`src/rtl/apb_pkg.sv`:
```
// Shared APB definitions: FSM state encoding and default bus widths.
// Used by both the APB master and the register completer.
package apb_pkg;

  localparam int APB_ADDR_W = 12;
  localparam int APB_DATA_W = 32;

  typedef enum logic {
    IDLE,
    ACCESS
  } apb_state_t;

endpackage

```
`src/rtl/apb_slave_regs_if.sv`:
```
// APB completer bus bundle between the interconnect select line
// and one apb_slave_regs instance.
interface apb_slave_regs_if
  import apb_pkg::*;
#(
  parameter int ADDR_W = APB_ADDR_W,
  parameter int DATA_W = APB_DATA_W
);

  logic              sel_in;
  logic              en_in;
  logic              wr_in;
  logic [ADDR_W-1:0] addr_in;
  logic [DATA_W-1:0] data_in;
  logic              ready;
  logic [DATA_W-1:0] data_out;
  logic              slverr;

  modport master (
    output sel_in,
    output en_in,
    output wr_in,
    output addr_in,
    output data_in,
    input  ready,
    input  data_out,
    input  slverr
  );

  modport slave (
    input  sel_in,
    input  en_in,
    input  wr_in,
    input  addr_in,
    input  data_in,
    output ready,
    output data_out,
    output slverr
  );

endinterface

```
`src/rtl/apb_slave_regfile.sv`:
```
// Register storage: one synchronous write port, one asynchronous
// read port, async active-low clear of every entry.
module apb_slave_regfile
  import apb_pkg::*;
#(
  parameter int DATA_W   = APB_DATA_W,
  parameter int NUM_REGS = 16,
  localparam int IW      = $clog2(NUM_REGS)
) (
  input  logic              clk,
  input  logic              rst,
  input  logic              we,
  input  logic [IW-1:0]     widx,
  input  logic [DATA_W-1:0] wdata,
  input  logic [IW-1:0]     ridx,
  output logic [DATA_W-1:0] rdata
);

  logic [DATA_W-1:0] mem [NUM_REGS];

  always_ff @(posedge clk or negedge rst) begin
    if (!rst) begin
      for (int i = 0; i < NUM_REGS; i++) begin
        mem[i] <= '0;
      end
    end else if (we) begin
      mem[widx] <= wdata;
    end
  end

  assign rdata = mem[ridx];

endmodule

```
`src/rtl/apb_slave_regs.sv`:
```
// APB register-bank completer: setup latch, window decode, FSM.
// Define APB_SLAVE_WAIT_EN to insert WAIT_CYCLES before ready.
module apb_slave_regs
  import apb_pkg::*;
#(
  parameter int              ADDR_W      = APB_ADDR_W,
  parameter int              DATA_W      = APB_DATA_W,
  parameter int              NUM_REGS    = 16,
  parameter logic [ADDR_W-1:0] BASE_ADDR = 12'h300,
  parameter int              WAIT_CYCLES = 2
) (
  input  logic             clk,
  input  logic             rst,
  apb_slave_regs_if.slave  bus
);

  localparam int IW = $clog2(NUM_REGS);

  if (NUM_REGS < 2 || NUM_REGS > 256 ||
      (1 << IW) != NUM_REGS) begin : g_bad_regs
    $error("NUM_REGS must be a power of two in 2..256");
  end
  if (WAIT_CYCLES < 0) begin : g_bad_wait
    $error("WAIT_CYCLES must be non-negative");
  end

  apb_state_t state, state_d;

  logic              valid_q;
  logic              wr_q;
  logic [IW-1:0]     idx_q;
  logic [DATA_W-1:0] wdata_q;
  logic [DATA_W-1:0] rdata_q;

  logic [ADDR_W-1:0] off;
  logic              dec_ok;
  logic [IW-1:0]     dec_idx;
  logic [DATA_W-1:0] rf_rdata;
  logic              setup;
  logic              cnt_zero;
  logic              ready;
  logic              we;

  // Offset wraps below base; the >= check rejects those.
  assign off     = bus.addr_in - BASE_ADDR;
  assign dec_idx = off[IW+1:2];
  assign dec_ok  = (bus.addr_in[1:0] == 2'b00) &&
                   (bus.addr_in >= BASE_ADDR) &&
                   ((off >> 2) < ADDR_W'(NUM_REGS));

  assign setup = (state == IDLE) && bus.sel_in &&
                 !bus.en_in;

`ifdef APB_SLAVE_WAIT_EN
  localparam int CW = (WAIT_CYCLES > 0) ?
                      $clog2(WAIT_CYCLES + 1) : 1;

  logic [CW-1:0] cnt;

  always_ff @(posedge clk or negedge rst) begin
    if (!rst) begin
      cnt <= '0;
    end else if (setup) begin
      cnt <= CW'(WAIT_CYCLES);
    end else if (state == ACCESS && cnt != '0) begin
      cnt <= cnt - 1'b1;
    end
  end

  assign cnt_zero = (cnt == '0);
`else
  assign cnt_zero = 1'b1;
`endif

  always_ff @(posedge clk or negedge rst) begin
    if (!rst) begin
      state <= IDLE;
    end else begin
      state <= state_d;
    end
  end

  always_comb begin
    state_d = state;
    ready   = 1'b0;
    unique case (state)
      IDLE: begin
        if (setup) state_d = ACCESS;
      end
      ACCESS: begin
        ready = cnt_zero & bus.sel_in & bus.en_in;
        // Dropped select aborts silently.
        if (!bus.sel_in || ready) state_d = IDLE;
      end
      default: state_d = IDLE;
    endcase
  end

  always_ff @(posedge clk or negedge rst) begin
    if (!rst) begin
      valid_q <= 1'b0;
      wr_q    <= 1'b0;
      idx_q   <= '0;
      wdata_q <= '0;
      rdata_q <= '0;
    end else if (setup) begin
      valid_q <= dec_ok;
      wr_q    <= bus.wr_in;
      idx_q   <= dec_idx;
      wdata_q <= bus.data_in;
      rdata_q <= dec_ok ? rf_rdata : '0;
    end
  end

  assign we = ready & valid_q & wr_q;

  apb_slave_regfile #(
    .DATA_W   (DATA_W),
    .NUM_REGS (NUM_REGS)
  ) u_regfile (
    .clk   (clk),
    .rst   (rst),
    .we    (we),
    .widx  (idx_q),
    .wdata (wdata_q),
    .ridx  (dec_idx),
    .rdata (rf_rdata)
  );

  assign bus.ready    = ready;
  assign bus.slverr   = ready & ~valid_q;
  assign bus.data_out = rdata_q;

endmodule

```
`src/flat_wrapper.sv`:
```
// flat-port wrapper written by rule: the top's interface ports become plain ports
module apb_slave_regs_flat import apb_pkg::*;
#(
  parameter int              ADDR_W      = APB_ADDR_W,
  parameter int              DATA_W      = APB_DATA_W,
  parameter int              NUM_REGS    = 16,
  parameter logic [ADDR_W-1:0] BASE_ADDR = 12'h300,
  parameter int              WAIT_CYCLES = 2
)
  (clk, rst, bus_sel_in, bus_en_in, bus_wr_in, bus_addr_in, bus_data_in, bus_ready, bus_data_out, bus_slverr);
  apb_slave_regs_if #(.ADDR_W(ADDR_W), .DATA_W(DATA_W)) bus_i ();
  input  logic clk;
  input  logic rst;
  input wire logic [$bits(bus_i.sel_in)-1:0] bus_sel_in;
  input wire logic [$bits(bus_i.en_in)-1:0] bus_en_in;
  input wire logic [$bits(bus_i.wr_in)-1:0] bus_wr_in;
  input wire logic [$bits(bus_i.addr_in)-1:0] bus_addr_in;
  input wire logic [$bits(bus_i.data_in)-1:0] bus_data_in;
  output wire logic [$bits(bus_i.ready)-1:0] bus_ready;
  output wire logic [$bits(bus_i.data_out)-1:0] bus_data_out;
  output wire logic [$bits(bus_i.slverr)-1:0] bus_slverr;
  assign bus_i.sel_in = bus_sel_in;
  assign bus_i.en_in = bus_en_in;
  assign bus_i.wr_in = bus_wr_in;
  assign bus_i.addr_in = bus_addr_in;
  assign bus_i.data_in = bus_data_in;
  assign bus_ready = bus_i.ready;
  assign bus_data_out = bus_i.data_out;
  assign bus_slverr = bus_i.slverr;
  apb_slave_regs #(.ADDR_W(ADDR_W), .DATA_W(DATA_W), .NUM_REGS(NUM_REGS), .BASE_ADDR(BASE_ADDR), .WAIT_CYCLES(WAIT_CYCLES)) u_core (.clk(clk), .rst(rst), .bus(bus_i));
endmodule
```
`config.mk`:
```
export PLATFORM = sky130hd
export DESIGN_NAME = apb_slave_regs_flat
export DESIGN_NICKNAME = d
export VERILOG_FILES = /design/src/rtl/apb_pkg.sv /design/src/rtl/apb_slave_regs_if.sv /design/src/rtl/apb_slave_regfile.sv /design/src/rtl/apb_slave_regs.sv /design/src/flat_wrapper.sv
export SDC_FILE = /design/constraint.sdc
export NUM_CORES = 1
export LEC_CHECK = 0
export CAP_MARGIN = 25
export CELL_PAD_IN_SITES_DETAIL_PLACEMENT = 1
export CELL_PAD_IN_SITES_GLOBAL_PLACEMENT = 1
export CORE_UTILIZATION = 35
export CTS_BUF_LIST = sky130_fd_sc_hd__clkbuf_4
export DETAILED_ROUTE_END_ITERATION = 10
export GPL_ROUTABILITY_DRIVEN = 0
export PLACE_DENSITY = 0.66
export SLEW_MARGIN = 10
export SYNTH_ARGS = -nofsm -noshare
export SYNTH_HDL_FRONTEND = slang
export SYNTH_SLANG_ARGS = --single-unit
```
`constraint.sdc`:
```
create_clock -name clk -period 2.3 [get_ports clk]
set_clock_uncertainty 0.05 [all_clocks]
set_input_delay 0.345 -clock clk [delete_from_list [all_inputs] [get_ports clk]]
set_output_delay 0.345 -clock clk [all_outputs]
set_load 0.1 [all_outputs]
```
==> metrics.cfg, run 1 <==
[yosys]
yosys-top-cells-count = 583 x dfrtp_1, 522 x mux2_2, 128 x mux4_2, 114 x nand2_1, 59 x clkbuf_1
synth_top_area_cell = dfrtp_1
synth-seq-area-share = 0.568
avgSynthCellArea_sq_um = 15.7
yosysTopAreaCellShare = 0.568
synth_nets = 1687
yosysWarningCount = 0
synthCells = 1638
ys_top_cells_by_area = dfrtp_1 57%, mux2_2 23%, mux4_2 11%
netlist_area_sq_um = 25700
synth_most_common_cell = dfrtp_1
synthArstFlopShare = 1.00
synth_edf_count = 0
ys_ff_latch = 583
synth_cell_types = 32
synth_flop_cell = dfrtp_1

[placement]
dp_hpwl_mm = 40.5
post_dp_cell_area_sq_um = 28300
io_buffers = 82

[outcome]
status = finished clean

[worst_hold_path]
min_path_type = input pin to flop
holdCritStartpoint = bus_addr_in[11]
min_to = u_core.valid_q
whs_path_depth = 4

[timing]
finalSetupViolations = 0
rsz0062_at_grt = false
tightest_slew_ps = 654
hold_viol_final = 0
slew_headroom = 0.564
max_freq_mhz = 467
period_minus_slack_ps = 2140
final.setup.tns_ps = 0
finalCritPeriodShare = 0.931
slew_viol_final = 0

[floorplan]
design.die.area_sq_um = 74500
chipWidth_um = 273
std_cell_rows = 98
start_util = 0.356
die_h_um = 273
fp.coreArea_sq_um = 72100
io_pins = 83

[clock_tree]
clk_pin_slew_ps = 60
cts_root_buffer = clkbuf_4
tritoncts = built
clock-sinks = 583
cts_buffer_depth = 3
h-tree-depth = 4
insertion_delay_ps = 960
numCtsBuffers = 158

[power]
peakVddDrop_v = 0.000289
p_per_area_nw_per_um2 = 682
cellLeakagePower_uw = 0.0152

[grt]
grt_pass1_vias = 17300
grt-ovfl-total = 0
grt_pass1_wl_mm = 105
grt_max_degree = 87
grt_usage = 0.185
antenna_found_initial = 2

[setup_path]
setup.worst_path.start_class = flop
arrival_ps = 1750
cp_data_required_time_ps = 1900
reg2reg_depth = 7
endpoint_kind = output pin
path_max_fanout = 3
path_class = flop to output pin
rr_startpoint = u_core.state
r2r_end = u_core.u_regfile.mem[157]
r2r_slack_ps = 200

[routing]
ant_nets = 0
drt-total-wl_mm = 65.0
avgRoutedWirePerCell_um = 22.1
dr.pass1.iters = 4
vias = 15100
drc = 0
initialDrtViolationCount = 563
viasPerCell = 5.13

[layout]
nets = 1929
drive_gt1_frac = 0.537
finish.utilization = 0.426
area_growth_pct = 19.6
design_area_sq_um = 30700

[run]
drv_cap = 0

kinds of logic after synthesis:
| logic type | synth area share |
|---|---|
| and+or+nand+nor | 0.0255 |
| DFF | 0.568 |
| muxes | 0.363 |
| buffers and inverters | 0.0272 |
| AOI/OAI and AO/OA | 0.0161 |
cells in the final DEF, fill, tap and decap left out, types with 9 or more instances in the layout:
cell type	count
mux2_2	522
dlygate4sd3_1	41
clkinv_1	9
a22oi_1	32
mux4_2	128
dfrtp_1	582
mux2i_1	32
o21ai_1	31
mux2_1	22
nand2_1	110
clkbuf_4	250
buf_4	86
clkdlybuf4s50_1	44
buf_12	48
critical path: stages, from the launching register on:
cell and delay, ps:
dfrtp_2 390, nand3_4 100, nor2_4 140, buf_12 180
layout make-up:
class                   count  area, sq um
flip-flops and latches    583        14600
fillers                  7265        41400
multi-input cells         913        10500
clock buffers             250         1880
diodes                      3         7.51
well taps                 950         1190
repair buffers            222         2500
inverters                   2         7.51
clock inverters            15         87.6
stage by stage:
step / std cells / hold WS, ps / power (uW) / setup slack, ps
global route: 2938 / 143 / 22000 / 4.11
detailed placement: 2627 / 222 / 11900 / -256
finish: 2938 / 233 / 20900 / 159
floorplan: 1638 / -0.591 / 11200 / 114
global placement: 2627 / 224 / 11900 / -181
CTS: 2935 / 114 / 21300 / 32.1
where the power goes:
group | internal (uW) | leakage, uW | switching [uW]
Clock | 4970 | 0.00120 | 4190
Sequential | 10300 | 0.00809 | 453
Combinational | 409 | 0.00590 | 556
layer usage:
metal | up-vias | global-route usage | part of all wire | wire, um
met4 | 0 | 0.0584 | 0.018 | 1160
met5 | - | 0 | 0 | 0
met3 | 102 | 0.0457 | 0.041 | 2690
met1 | 8100 | 0.248 | 0.45 | 29400
li1 | 6593 | - | - | -
met2 | 266 | 0.293 | 0.49 | 31700
how the worst max path moves through the flow:
stage	from	end	slack, ps	cells past startpoint
2_1_floorplan	u_core.state	bus_slverr	110	2
3_3_place_gp	bus_en_in	u_core.u_regfile.mem[313]	-180	7
3_5_place_dp	bus_en_in	u_core.u_regfile.mem[307]	-260	7
4_1_cts	u_core.state	bus_slverr	30	3
5_1_grt	u_core.state	bus_slverr	4	3
6_report	u_core.state	bus_slverr	160	3
registers in the layout, indices dropped and copies added, names as in the netlist:
| register | cells |
|---|---|
| u_core.state | 1 |
| u_core.valid_q | 1 |
| u_core.wdata_q | 32 |
| u_core.bus.data_out | 32 |
| u_core.u_regfile.mem | 512 |
| u_core.wr_q | 1 |
| u_core.idx_q | 4 |
timing repair:
action,CTS,global route
hold buffers,42,0
endpoints found under the setup margin,2,0
buffers inserted,2,0
endpoints found under the hold margin,643,0
gates resized for setup,5,0
No activity file was read; power rests on OpenSTA's default activity.
==> inputs of run 2 (changes only) <==
--- a/config.mk
+++ b/config.mk
@@ -13,6 +13,7 @@
 export DETAILED_ROUTE_END_ITERATION = 10
 export GPL_ROUTABILITY_DRIVEN = 0
 export PLACE_DENSITY = 0.66
+export SKIP_CTS_REPAIR_TIMING = 1
 export SLEW_MARGIN = 10
 export SYNTH_ARGS = -nofsm -noshare
 export SYNTH_HDL_FRONTEND = slang
==> run 2 against run 1 <==
Setup slack worse by 39 ps. Global-route usage down 0.23 points. Via count fell by 0.13%. Critical path depth unchanged. Total power barely moved. Worst hold slack got worse by 120 ps.
==> metrics.cfg, run 2 (synthesis results as in run 1) <==
[grt]
antenna_found_initial = 2  ; unchanged
grt_pass1_vias = 17100  ; was 17.3k
grt_max_degree = 87  ; unchanged
grt_pass1_wl_mm = 103  ; was 105 mm
grt_usage = 0.182  ; was 0.185
grt-ovfl-total = 0  ; unchanged

[power]
cellLeakagePower_uw = 0.0152  ; about the same
p_per_area_nw_per_um2 = 682  ; about the same
peakVddDrop_v = 0.000290  ; was 0.000289 V

[layout]
num-fill-cells = 7265  ; unchanged
largest_reg_flops = 512  ; unchanged
top_register = u_core.u_regfile.mem  ; unchanged
finish.utilization = 0.426  ; about the same
nets = 1927  ; was 1929
multiInputGateArea_sq_um = 10500  ; unchanged
regArea_sq_um = 14600  ; unchanged
area_growth_pct = 19.5  ; was 19.6%
mostFrequentLayoutCell = dfrtp_1  ; unchanged
drive_gt1_frac = 0.537  ; about the same
layout_common_cells = 582 x dfrtp_1, 522 x mux2_2, 250 x clkbuf_4  ; unchanged

[clock_tree]
insertion_delay_ps = 960  ; about the same
cts_buffer_depth = 3  ; unchanged
numCtsBuffers = 158  ; unchanged
h-tree-depth = 4  ; unchanged
cts_root_buffer = clkbuf_4  ; unchanged
clock-sinks = 583  ; unchanged
clk_pin_slew_ps = 60  ; about the same
tritoncts = built  ; unchanged

[setup_path]
endpoint_kind = output pin  ; unchanged
path_class = flop to output pin  ; unchanged
r2r_slack_ps = 160  ; was 200 ps
rr_startpoint = u_core.state  ; unchanged
reg2reg_depth = 7  ; unchanged
arrival_ps = 1790  ; was 1750 ps
setup.worst_path.end = bus_slverr  ; unchanged
startpoint = u_core.state  ; unchanged
cp_data_required_time_ps = 1900  ; about the same
r2r_end = u_core.u_regfile.mem[130]  ; was u_core.u_regfile.mem[157]
path_max_fanout = 3  ; unchanged
setup.worst_path.start_class = flop  ; unchanged

[timing]
tightest_slew_ps = 655  ; was 654 ps
slew_viol_final = 0  ; unchanged
final.setup.tns_ps = 0  ; unchanged
period_minus_slack_ps = 2180  ; was 2140 ps
hold_viol_final = 0  ; unchanged
finalSetupViolations = 0  ; unchanged
slew_headroom = 0.563  ; was 0.564
finalCritPeriodShare = 0.948  ; was 0.931
max_freq_mhz = 459  ; was 467 MHz
rsz0062_at_grt = true  ; was false

[routing]
ant_nets = 0  ; unchanged
initialDrtViolationCount = 537  ; was 563
viasPerCell = 5.12  ; was 5.13
highest-signal-layer = met4  ; unchanged
avgRoutedWirePerCell_um = 22.1  ; about the same
dr_wl_met3_mm = 2.40  ; was 2.69 mm
dr.pass1.iters = 5  ; was 4
drt-total-wl_mm = 64.9  ; was 65.0 mm
wl_met2_mm = 31.7  ; about the same
drc = 0  ; unchanged
vias = 15000  ; was 15.1k
wl_met1_mm = 29.7  ; was 29.4 mm

[worst_hold_path]
min_path_type = input pin to flop  ; unchanged

[placement]
io_buffers = 82  ; unchanged
dp_hpwl_mm = 40.5  ; unchanged

[outcome]
status = finished clean  ; unchanged

[floorplan]
start_util = 0.356  ; unchanged
design.die.area_sq_um = 74500  ; unchanged
chipWidth_um = 273  ; unchanged
die_h_um = 273  ; unchanged
std_cell_rows = 98  ; unchanged
fp.coreArea_sq_um = 72100  ; unchanged
io_pins = 83  ; unchanged

[run]
drv_cap = 0  ; unchanged

run 2: worst min path at each step:
| stage | from | end | slack (ps) | cells after the start |
|---|---|---|---|---|
| final | bus_addr_in[3] | u_core.idx_q[1] | 110 | 3 |
| after global routing | bus_addr_in[3] | u_core.idx_q[1] | 60 | 3 |
| after CTS | rst | u_core.u_regfile.mem[185] | -850 | 1 |
| after detailed placement | rst | u_core.u_regfile.mem[225] | 220 | 1 |
| after global placement | rst | u_core.u_regfile.mem[97] | 220 | 1 |
| after floorplan | rst | u_core.bus.data_out[0] | -0.6 | 0 |
run 2: metal layers:
layer  track usage  vias up
met5             0        -
met4        0.0578        0
met3        0.0460       96
met2         0.287      245
met1         0.246     8119
li1              -     6581
run 2: area by class of cell:
cell class | instances | area share
multi-input combinational | 913 | 0.341
clock inverter | 15 | 0.00285
clock buffer | 250 | 0.0611
tap | 950 | 0.0387
antenna | 3 | 0.000245
sequential | 583 | 0.475
inverter | 2 | 0.000245
timing repair buffer | 220 | 0.0808
run 2: critical path, stage by stage (launching register included):
cell and delay (ps):
dfrtp_2 420, nand3_4 110, nor2_4 140, buf_12 180
run 2: power by group:
| part | internal (uW) | switching [uW] |
|---|---|---|
| logic | 407 | 555 |
| clock network | 4970 | 4190 |
| registers | 10300 | 452 |
run 2: metrics by stage:
step	cells	area, sq um	total power, uW	setup slack, ps	hold WS (ps)
after floorplan	1638	25700	11200	114	-0.591
after global placement	2627	28300	11900	-181	224
after detailed placement	2627	28300	11900	-256	222
after CTS	2892	30300	21300	-386	-855
after global routing	2936	30700	22000	-28.6	57.4
final	2936	30700	20900	120	115
